### src/rtl/profiler_pkg.sv
// Shared definitions for the instruction-class profiler.
// Holds the RV32 opcode and funct7 constants, the 12-value class enum,
// and a helper that maps an integer-ALU funct3 to its class.
package profiler_pkg;

  localparam logic [6:0] OPC_LOAD   = 7'b0000011;
  localparam logic [6:0] OPC_STORE  = 7'b0100011;
  localparam logic [6:0] OPC_OP     = 7'b0110011;
  localparam logic [6:0] OPC_OP_IMM = 7'b0010011;
  localparam logic [6:0] OPC_AUIPC  = 7'b0010111;
  localparam logic [6:0] OPC_LUI    = 7'b0110111;
  localparam logic [6:0] OPC_BRANCH = 7'b1100011;
  localparam logic [6:0] OPC_JAL    = 7'b1101111;
  localparam logic [6:0] OPC_JALR   = 7'b1100111;
  localparam logic [6:0] OPC_SYSTEM = 7'b1110011;
  localparam logic [6:0] OPC_AMO    = 7'b0101111;

  localparam logic [6:0] F7_BASE    = 7'b0000000;
  localparam logic [6:0] F7_ALT     = 7'b0100000;
  localparam logic [6:0] F7_MULDIV  = 7'b0000001;

  localparam int NUM_CLASSES = 12;

  typedef enum logic [3:0] {
    CLS_LOAD    = 4'd0,
    CLS_STORE   = 4'd1,
    CLS_ADD     = 4'd2,
    CLS_SUB     = 4'd3,
    CLS_LOGIC   = 4'd4,
    CLS_SHIFT   = 4'd5,
    CLS_COMPARE = 4'd6,
    CLS_BRANCH  = 4'd7,
    CLS_JUMP    = 4'd8,
    CLS_SYSTEM  = 4'd9,
    CLS_ATOMIC  = 4'd10,
    CLS_OTHER   = 4'd11
  } instr_class_e;

  // Integer ALU class from funct3 (OP with base funct7, or OP-IMM).
  function automatic instr_class_e alu_class(input logic [2:0] funct3);
    instr_class_e c;
    case (funct3)
      3'b000:         c = CLS_ADD;
      3'b001, 3'b101: c = CLS_SHIFT;
      3'b010, 3'b011: c = CLS_COMPARE;
      default:        c = CLS_LOGIC;
    endcase
    return c;
  endfunction

endpackage

### src/rtl/instr_classifier.sv
// Combinational single-instruction classifier.
// Ports:
//   instruction  in  32-bit RV32IA instruction word
//   instr_class  out class of that instruction (always exactly one)
module instr_classifier
  import profiler_pkg::*;
(
  input  logic [31:0]  instruction,
  output instr_class_e instr_class
);

  logic [6:0] opcode;
  logic [2:0] funct3;
  logic [6:0] funct7;
  logic       unused_fields;

  assign opcode = instruction[6:0];
  assign funct3 = instruction[14:12];
  assign funct7 = instruction[31:25];
  // Register/immediate fields never influence the class.
  assign unused_fields = ^{instruction[24:15], instruction[11:7]};

  always_comb begin
    instr_class = CLS_OTHER;
    // Compressed encodings (inst[1:0] != 11) stay OTHER.
    if (instruction[1:0] == 2'b11) begin
      case (opcode)
        OPC_LOAD:   instr_class = CLS_LOAD;
        OPC_STORE:  instr_class = CLS_STORE;
        OPC_AUIPC:  instr_class = CLS_ADD;
        OPC_OP_IMM: instr_class = alu_class(funct3);
        OPC_OP: begin
          if (funct7 == F7_BASE) begin
            instr_class = alu_class(funct3);
          end else if (funct7 == F7_ALT) begin
            // Alternate funct7 only encodes SUB and SRA.
            if (funct3 == 3'b000)      instr_class = CLS_SUB;
            else if (funct3 == 3'b101) instr_class = CLS_SHIFT;
          end
          // M-extension (F7_MULDIV) and any other funct7 stay OTHER.
        end
        OPC_BRANCH:         instr_class = CLS_BRANCH;
        OPC_JAL, OPC_JALR:  instr_class = CLS_JUMP;
        OPC_SYSTEM:         instr_class = CLS_SYSTEM;
        OPC_AMO:            instr_class = CLS_ATOMIC;
        default:            instr_class = CLS_OTHER;
      endcase
    end
  end

endmodule

### src/rtl/instr_class_profiler_mp.sv
// Multi-issue instruction-class profiler.
// Classifies up to ISSUE_W issued instructions per cycle into 12 classes,
// accumulates per-class counters (wrap or saturate) with sticky overflow
// flags, and exposes an atomically captured shadow bank via a read port.
// Ports:
//   clk, rst            clock, synchronous active-high reset
//   enable              1 = count, 0 = pause (counters hold)
//   clear               zero live counters and overflow flags
//   instruction         ISSUE_W packed 32-bit lanes, lane i at [32i+31:32i]
//   instruction_issued  per-lane issue strobe
//   snapshot_req        copy live bank into shadow bank
//   snapshot_done       one-cycle pulse the cycle after the copy
//   rd_req, rd_idx      read strobe and class index
//   rd_valid, rd_data, rd_ovf  registered read response from the shadow bank
//
// Read port: rd_req has no back-pressure (always accepted). rd_valid is
// high for exactly one cycle, the cycle after each rd_req, and rd_data /
// rd_ovf are meaningful only while rd_valid is high (zero otherwise).
module instr_class_profiler_mp
  import profiler_pkg::*;
#(
  parameter int CNT_W    = 32,
  parameter int ISSUE_W  = 1,
  parameter bit SATURATE = 1'b0
) (
  input  logic                   clk,
  input  logic                   rst,
  input  logic                   enable,
  input  logic                   clear,
  input  logic [32*ISSUE_W-1:0]  instruction,
  input  logic [ISSUE_W-1:0]     instruction_issued,
  input  logic                   snapshot_req,
  output logic                   snapshot_done,
  input  logic                   rd_req,
  input  logic [3:0]             rd_idx,
  output logic                   rd_valid,
  output logic [CNT_W-1:0]       rd_data,
  output logic                   rd_ovf
);

  localparam int INC_W = $clog2(ISSUE_W + 1);
  localparam int SUM_W = CNT_W + 1;

  instr_class_e              lane_cls [ISSUE_W];
  instr_class_e              s1_cls_q [ISSUE_W];
  logic [ISSUE_W-1:0]        s1_vld_q;

  logic [INC_W-1:0]          inc      [NUM_CLASSES];
  logic [SUM_W-1:0]          sum      [NUM_CLASSES];
  logic [CNT_W-1:0]          cnt_q    [NUM_CLASSES];
  logic [NUM_CLASSES-1:0]    ovf_q;
  logic [CNT_W-1:0]          shd_cnt_q[NUM_CLASSES];
  logic [NUM_CLASSES-1:0]    shd_ovf_q;

  logic [CNT_W-1:0]          rd_sel_data;
  logic                      rd_sel_ovf;

  // Stage 1: per-lane decode.
  for (genvar l = 0; l < ISSUE_W; l++) begin : g_lane
    instr_classifier u_classifier (
      .instruction (instruction[32*l +: 32]),
      .instr_class (lane_cls[l])
    );
  end

  always_ff @(posedge clk) begin
    if (rst) begin
      s1_vld_q <= '0;
      for (int l = 0; l < ISSUE_W; l++) s1_cls_q[l] <= CLS_OTHER;
    end else begin
      // Pausing gates only new entries; stage 1 contents still commit.
      s1_vld_q <= instruction_issued & {ISSUE_W{enable}};
      for (int l = 0; l < ISSUE_W; l++) s1_cls_q[l] <= lane_cls[l];
    end
  end

  // Stage 2: per-class lane count and widened add (carry-out = overflow).
  always_comb begin
    for (int c = 0; c < NUM_CLASSES; c++) begin
      inc[c] = '0;
      for (int l = 0; l < ISSUE_W; l++) begin
        if (s1_vld_q[l] && (s1_cls_q[l] == instr_class_e'(c))) begin
          inc[c] = inc[c] + INC_W'(1);
        end
      end
      sum[c] = {1'b0, cnt_q[c]} + SUM_W'(inc[c]);
    end
  end

  always_ff @(posedge clk) begin
    if (rst || clear) begin
      // Clear drops the increment landing on this edge.
      ovf_q <= '0;
      for (int c = 0; c < NUM_CLASSES; c++) cnt_q[c] <= '0;
    end else begin
      for (int c = 0; c < NUM_CLASSES; c++) begin
        if (sum[c][CNT_W]) begin
          ovf_q[c] <= 1'b1;
          cnt_q[c] <= SATURATE ? {CNT_W{1'b1}} : sum[c][CNT_W-1:0];
        end else begin
          cnt_q[c] <= sum[c][CNT_W-1:0];
        end
      end
    end
  end

  // Shadow bank captures the live registers as held before the edge,
  // so a coincident clear or increment is not seen.
  always_ff @(posedge clk) begin
    if (rst) begin
      shd_ovf_q     <= '0;
      snapshot_done <= 1'b0;
      for (int c = 0; c < NUM_CLASSES; c++) shd_cnt_q[c] <= '0;
    end else begin
      snapshot_done <= snapshot_req;
      if (snapshot_req) begin
        shd_ovf_q <= ovf_q;
        for (int c = 0; c < NUM_CLASSES; c++) shd_cnt_q[c] <= cnt_q[c];
      end
    end
  end

  // Indices 12..15 match nothing and read as zero.
  always_comb begin
    rd_sel_data = '0;
    rd_sel_ovf  = 1'b0;
    for (int c = 0; c < NUM_CLASSES; c++) begin
      if (rd_idx == 4'(c)) begin
        rd_sel_data = shd_cnt_q[c];
        rd_sel_ovf  = shd_ovf_q[c];
      end
    end
  end

  always_ff @(posedge clk) begin
    if (rst) begin
      rd_valid <= 1'b0;
      rd_data  <= '0;
      rd_ovf   <= 1'b0;
    end else begin
      rd_valid <= rd_req;
      rd_data  <= rd_req ? rd_sel_data : '0;
      rd_ovf   <= rd_req ? rd_sel_ovf  : 1'b0;
    end
  end

endmodule
### config.mk
export PLATFORM = sky130hd
export DESIGN_NAME = instr_class_profiler_mp
export DESIGN_NICKNAME = d
export VERILOG_FILES = /design/src/rtl/profiler_pkg.sv /design/src/rtl/instr_classifier.sv /design/src/rtl/instr_class_profiler_mp.sv
export SDC_FILE = /design/constraint.sdc
export NUM_CORES = 1
export LEC_CHECK = 0
export CAP_MARGIN = 20
export CORE_ASPECT_RATIO = 2
export CORE_MARGIN = 2
export CORE_UTILIZATION = 30
export CTS_CLUSTER_SIZE = 40
export DETAILED_ROUTE_END_ITERATION = 6
export RECOVER_POWER = 25
export SLEW_MARGIN = 15
export SYNTH_ARGS = -nofsm -noshare
export SYNTH_HDL_FRONTEND = slang
export SYNTH_HIERARCHICAL = 1
export SYNTH_SLANG_ARGS = --single-unit
### constraint.sdc
create_clock -name clk -period 8.8 [get_ports clk]
set_input_delay 1.76 -clock clk [delete_from_list [all_inputs] [get_ports clk]]
set_output_delay 1.76 -clock clk [all_outputs]
set_load 0.005 [all_outputs]
* After elaboration in Yosys (flattened, before gate mapping)
Memories as Yosys holds them, arrays and structs flattened. Cells that the tools add are included.
Storage, ports and cells: register bits 60, bits in latches 0, RAM bits 772, bits in read-only memories 0, bits of input ports 43, output and inout port bits 35, logic and storage cells 292, memories kept 3
Operators by class: add/subtract/negate cells 12, $mul 0, div/mod/pow operators 0, order comparisons 0, eq/ne operators 38, shift-type cells 0, muxes and demuxes 161, bitwise operators 38, reduce and logical (&&, ||, !) cells 22
Memory list:
- cnt_q | depth 12, bits a word 32, read ports 12, clocked after memory_dff 0, wr ports 12, line instr_class_profiler_mp.sv:50 | logic [CNT_W-1:0] cnt_q [NUM_CLASSES];
- shd_cnt_q | depth 12, bits a word 32, read ports 12, clocked after memory_dff 0, wr ports 12, line instr_class_profiler_mp.sv:52 | logic [CNT_W-1:0] shd_cnt_q[NUM_CLASSES];
- s1_cls_q | depth 1, bits a word 4, read ports 1, clocked after memory_dff 0, wr ports 1, line instr_class_profiler_mp.sv:45 | instr_class_e s1_cls_q [ISSUE_W];
Operators with widths (number):
- $mux 32 | 48
- $add 32x1->33 | 12
- $mux 1 | 105
- $or 1x1->1 | 36
- $pmux 4 s9 | 1
- $eq 4x3->1 const B | 8
- $eq 4x4->1 const B | 8
- $eq 7x6->1 const B | 4
- $eq 7x7->1 const B | 4
- $mux 4 | 6
- $eq 4x2->1 const B | 4
- $eq 7x5->1 const B | 2
- $logic_and 1x1->1 | 12
- $pmux 3 s3 | 1
- $eq 4x1->1 const B | 2
- $logic_not 4->1 | 2
- $reduce_or 2->1 | 4
- $eq 7x2->1 const B | 1
- $logic_not 7->1 | 1
- $eq 3x2->1 const B | 2
- $reduce_or 4->1 | 1
- $eq 3x1->1 const B | 1
- $eq 3x3->1 const B | 1
- $logic_not 3->1 | 1
- other kinds (4) | 4

* Depth between registers and ports, before layout
word-level depth 13, gate-level depth with buffers 10, gate-level depth less buffers 9

* Cells and area by module
Netlist, hierarchy kept.
Modules (own cells, without submodules):
- instr_class_profiler_mp | times used 1, cells each 3452, area each 40133.5 µm², sequential area each 24343.3 µm²
- instr_classifier | times used 1, cells each 45, area each 306.5 µm², sequential area each 0.0 µm²

* Worst setup path before layout
Ideal clock, no wire load.
kind input to register, start point input port snapshot_req, end point memory shd_cnt_q[0][0], enable pin, setup time 0.589 ns, arrival time 7.126 ns, required time 8.211 ns, slack 1.086 ns, stages on the path 3, path buffers 2, cells stage by stage clkbuf_1 buf_1 or2_2
RTL lines:
- start, declared | line instr_class_profiler_mp.sv:32 | input logic snapshot_req,
- end, declared | line instr_class_profiler_mp.sv:52

* Worst setup path in the final report
start point input port rst, end point register rd_data[26]
Between the ends: cells in the longest elaborated chain, start to end 1
RTL lines:
- start, declared | line instr_class_profiler_mp.sv:27 | input logic rst,
- $reduce_or 2->1 (no line)
- end signal, assigned | line instr_class_profiler_mp.sv:142 | rd_data <= rd_req ? rd_sel_data : '0;
- end, declared | line instr_class_profiler_mp.sv:37 | output logic [CNT_W-1:0] rd_data,
No other way between the ends. A chain may end at the register's enable or synchronous reset.

==> flow_summary.toml <==
[logic_synthesis]
netlist_top_cells_count = "edfxtp_1 (768), nor2_1 (405), and2_1 (359), xor2_1 (195), nand2_1 (170)"
ys_seq_elements = 832
netlist_instances = 3497
syn_avg_cell_area_sq_um = 11.6
synth_top_area_frac = 0.570
synth_top_cell_by_area = "edfxtp_1"
seq_area_frac_synth = 0.602
synthArstFlopShare = 0
synth_edf_count = 768
synthFlopType = "edfxtp_1"
synth.area.top_cells = "edfxtp_1 (57%), and2_1 (5.6%), xor2_1 (4.2%), nor2_1 (3.8%), dfxtp_1 (3.2%)"
ys_warn_count = 6
synth_cell_types = 79
synth_most_common_cell = "edfxtp_1"
syn_area_sq_mm = 0.0404

[final_layout]
nets = 3932
area_growth_pct = 15.6
final_area_sq_mm = 0.0468
drive_gt1_frac = 0.0592
fillCellCount = 13200

[global_routing]
first_global_vias = 27400
grt.met2_usage = 0.339
antenna_found_initial = 2
grt_pass1_wl_microns = 174000
grt_busiest_layer = "met2"
overflow = 0
grt_usage = 0.170
grt_max_degree = 190
use_met1 = 0.156
grt_use_met3 = 0.0207

[clocking]
post_cts_buffers = 0
clockBufferDepth = 3
cts_max_level = 3
cts_root_buffer = "clkbuf_16"
cts.sinks = 832
ctsResizeCount = 0
cts_buffers = 71
clk_latency_ns = 0.65
holdBufCountCts = 0
cts_tree = "yes"
clkTransAtPathRegs_ns = 0.07

[place]
place.gp.congestion = 0.896
place_area_sq_mm = 0.0444
hpwl_microns = 86000
port_buffers = 62
dp_slack_ns = 3.71

[critical_path]
crit_cells = 7
critical_path_class = "in -> reg"
path_max_fanout = 29
r2r_cells = 9
worstSetupEndpointType = "register"
critical_path_required_ns = 9.38
worstPathArrival_ns = 5.98
slowest_stage = "clkbuf_1"
path_common_cell = "clkbuf_1"
max_stage_delay_ns = 1.18
cp_top_family = "buffers and inverters"
crit_chain = "clkbuf_1, nand2b_1, inv_1, clkbuf_1, nand3_1, o22ai_1, a31o_2"
cp-start-kind = "primary input"
crit_buf_inv = 3

[timing]
slew_viol_final = 173
setup_viol = 0
worstMarginPinSlew_ns = 2.94
rsz0062_at_grt = "no"
fin_crit_sh = 0.614
skew_ns = 0.0219
final_hold_viol_count = 0
setup_slack_ns = 3.40
min_period_ns = 5.40
tns_ns = 0
max_freq_ghz = 0.185
maxSlewHeadroom = -0.962

[pwr]
leakagePower_nw = 16.8
p_total_mw = 8.66
p_per_area_mw_per_mm2 = 185
vdd_drop_max_mv = 0.144

[floorplanning]
boundaryPins = 78
die_h_microns = 523
rows = 190
start_util = 0.302
core_region_area_sq_mm = 0.134
fp.dieW_microns = 264
die_area_sq_mm = 0.138

[drt]
remaining_drc_errors = 0
vias = 27400
final_antenna_net_count = 0
viasPerCell = 4.85
drt_iter0_markers = 1601
wirelength_microns = 118000
wl_per_cell_microns = 20.9
drtPass1Iterations = 7

[run_status]
status = "finished, violations left"
violations = "max-capacitance violations, max-slew violations"

[min_path]
whs_path_depth = 2
hold_class = "reg -> reg"

[run]
drv_cap = 5
==> per-layer routing <==
metal	part of all wire	wire length (microns)
met1	0.33	38500
met2	0.56	66400
met3	0.034	4010
met4	0.080	9460
met5	0	0
==> layout make-up <==
class | instances | area (sq um) | share of cell area
Sequential cell | 832 | 24300 | 0.521
Tap cell | 1728 | 2160 | 0.0462
Clock inverter | 41 | 463 | 0.00990
Antenna cell | 3 | 7.51 | 0.000161
Inverter | 35 | 131 | 0.00281
Multi-Input combinational cell | 2815 | 16700 | 0.357
Timing Repair Buffer | 110 | 1040 | 0.0223
Clock buffer | 89 | 1930 | 0.0412
==> stage by stage <==
step | hold slack (ns) | util | std cells
finish | 0.463 | 0.349 | 5653
global route | 0.481 | 0.349 | 5651
CTS | 0.464 | 0.349 | 5649
detailed placement | 0.449 | 0.332 | 5519
global placement | 0.444 | 0.331 | 5515
floorplan | 0.425 | - | 3880
==> flip-flops by register name (all words and copies together) (netlist names) <==
| register | count |
|---|---|
| s1_vld_q | 1 |
| rd_ovf | 1 |
| cnt_q | 384 |
| ovf_q | 12 |
| rd_valid | 1 |
| shd_ovf_q | 12 |
| snapshot_done | 1 |
| shd_cnt_q | 384 |
| s1_cls_q | 4 |
| rd_data | 32 |
==> worst register-to-register path, cell delays in order, from the launching register on <==
cell     delay [ns]
dfxtp_1        0.37
or3b_2         0.51
nor2_1         0.17
ha_1           0.26
ha_1           0.32
nand4_1        0.39
nor3_1         0.26
nand4_1        0.31
or3_1          0.43
a21oi_1        0.18
==> kinds of logic (layout without fill, tap and decap cells) <==
logic type      Yosys count  after routing  synth area share
simple gates           1598           1598             0.212
mux                     113            113            0.0300
fa+ha+maj                25             25           0.00767
xor+xnor                301            301            0.0652
buf+inv                 233            275            0.0231
flops                   832            832             0.602
other cells               1            387         0.0000927
compound gates          394            394            0.0600
==> cell usage in the layout, fill, tap and decap left out, drive strengths merged, types with 14 or more instances in the layout <==
| master | instances |
|---|---|
| a21oi | 123 |
| a31o | 14 |
| a31oi | 14 |
| and2 | 360 |
| and3 | 60 |
| and4 | 39 |
| buf | 48 |
| clkbuf | 93 |
| clkdlybuf4s50 | 23 |
| clkinv | 25 |
| conb | 384 |
| dfxtp | 64 |
| dlygate4sd3 | 35 |
| edfxtp | 768 |
| ha | 24 |
| inv | 40 |
| mux2 | 16 |
| mux2i | 92 |
| nand2 | 170 |
| nand2b | 14 |
| nand3 | 154 |
| nand4 | 115 |
| nor2 | 406 |
| nor2b | 71 |
| nor3 | 79 |
| nor4 | 45 |
| o211ai | 16 |
| o21ai | 109 |
| o221ai | 16 |
| o22ai | 30 |
| or3 | 57 |
| xnor2 | 106 |
| xor2 | 195 |
==> final timing paths <==
| check | startpoint | to | slack, ns |
|---|---|---|---|
| worst max-delay path | rst | rd_data[26] | 3.40 |
| worst min-delay path | ovf_q[0] | ovf_q[0] | 0.46 |
| worst max register to register | s1_vld_q | cnt_q[1][26] | 5.42 |
| worst min register to register | ovf_q[0] | ovf_q[0] | 0.46 |
==> where the power goes <==
part	leakage, nW	switching (mW)	internal [mW]
combinational	6.90	0.382	0.186
sequential	8.71	0.167	4.55
clock	1.18	1.51	1.86
total	16.8	2.06	6.60
No activity file was read; power rests on OpenSTA's default activity.
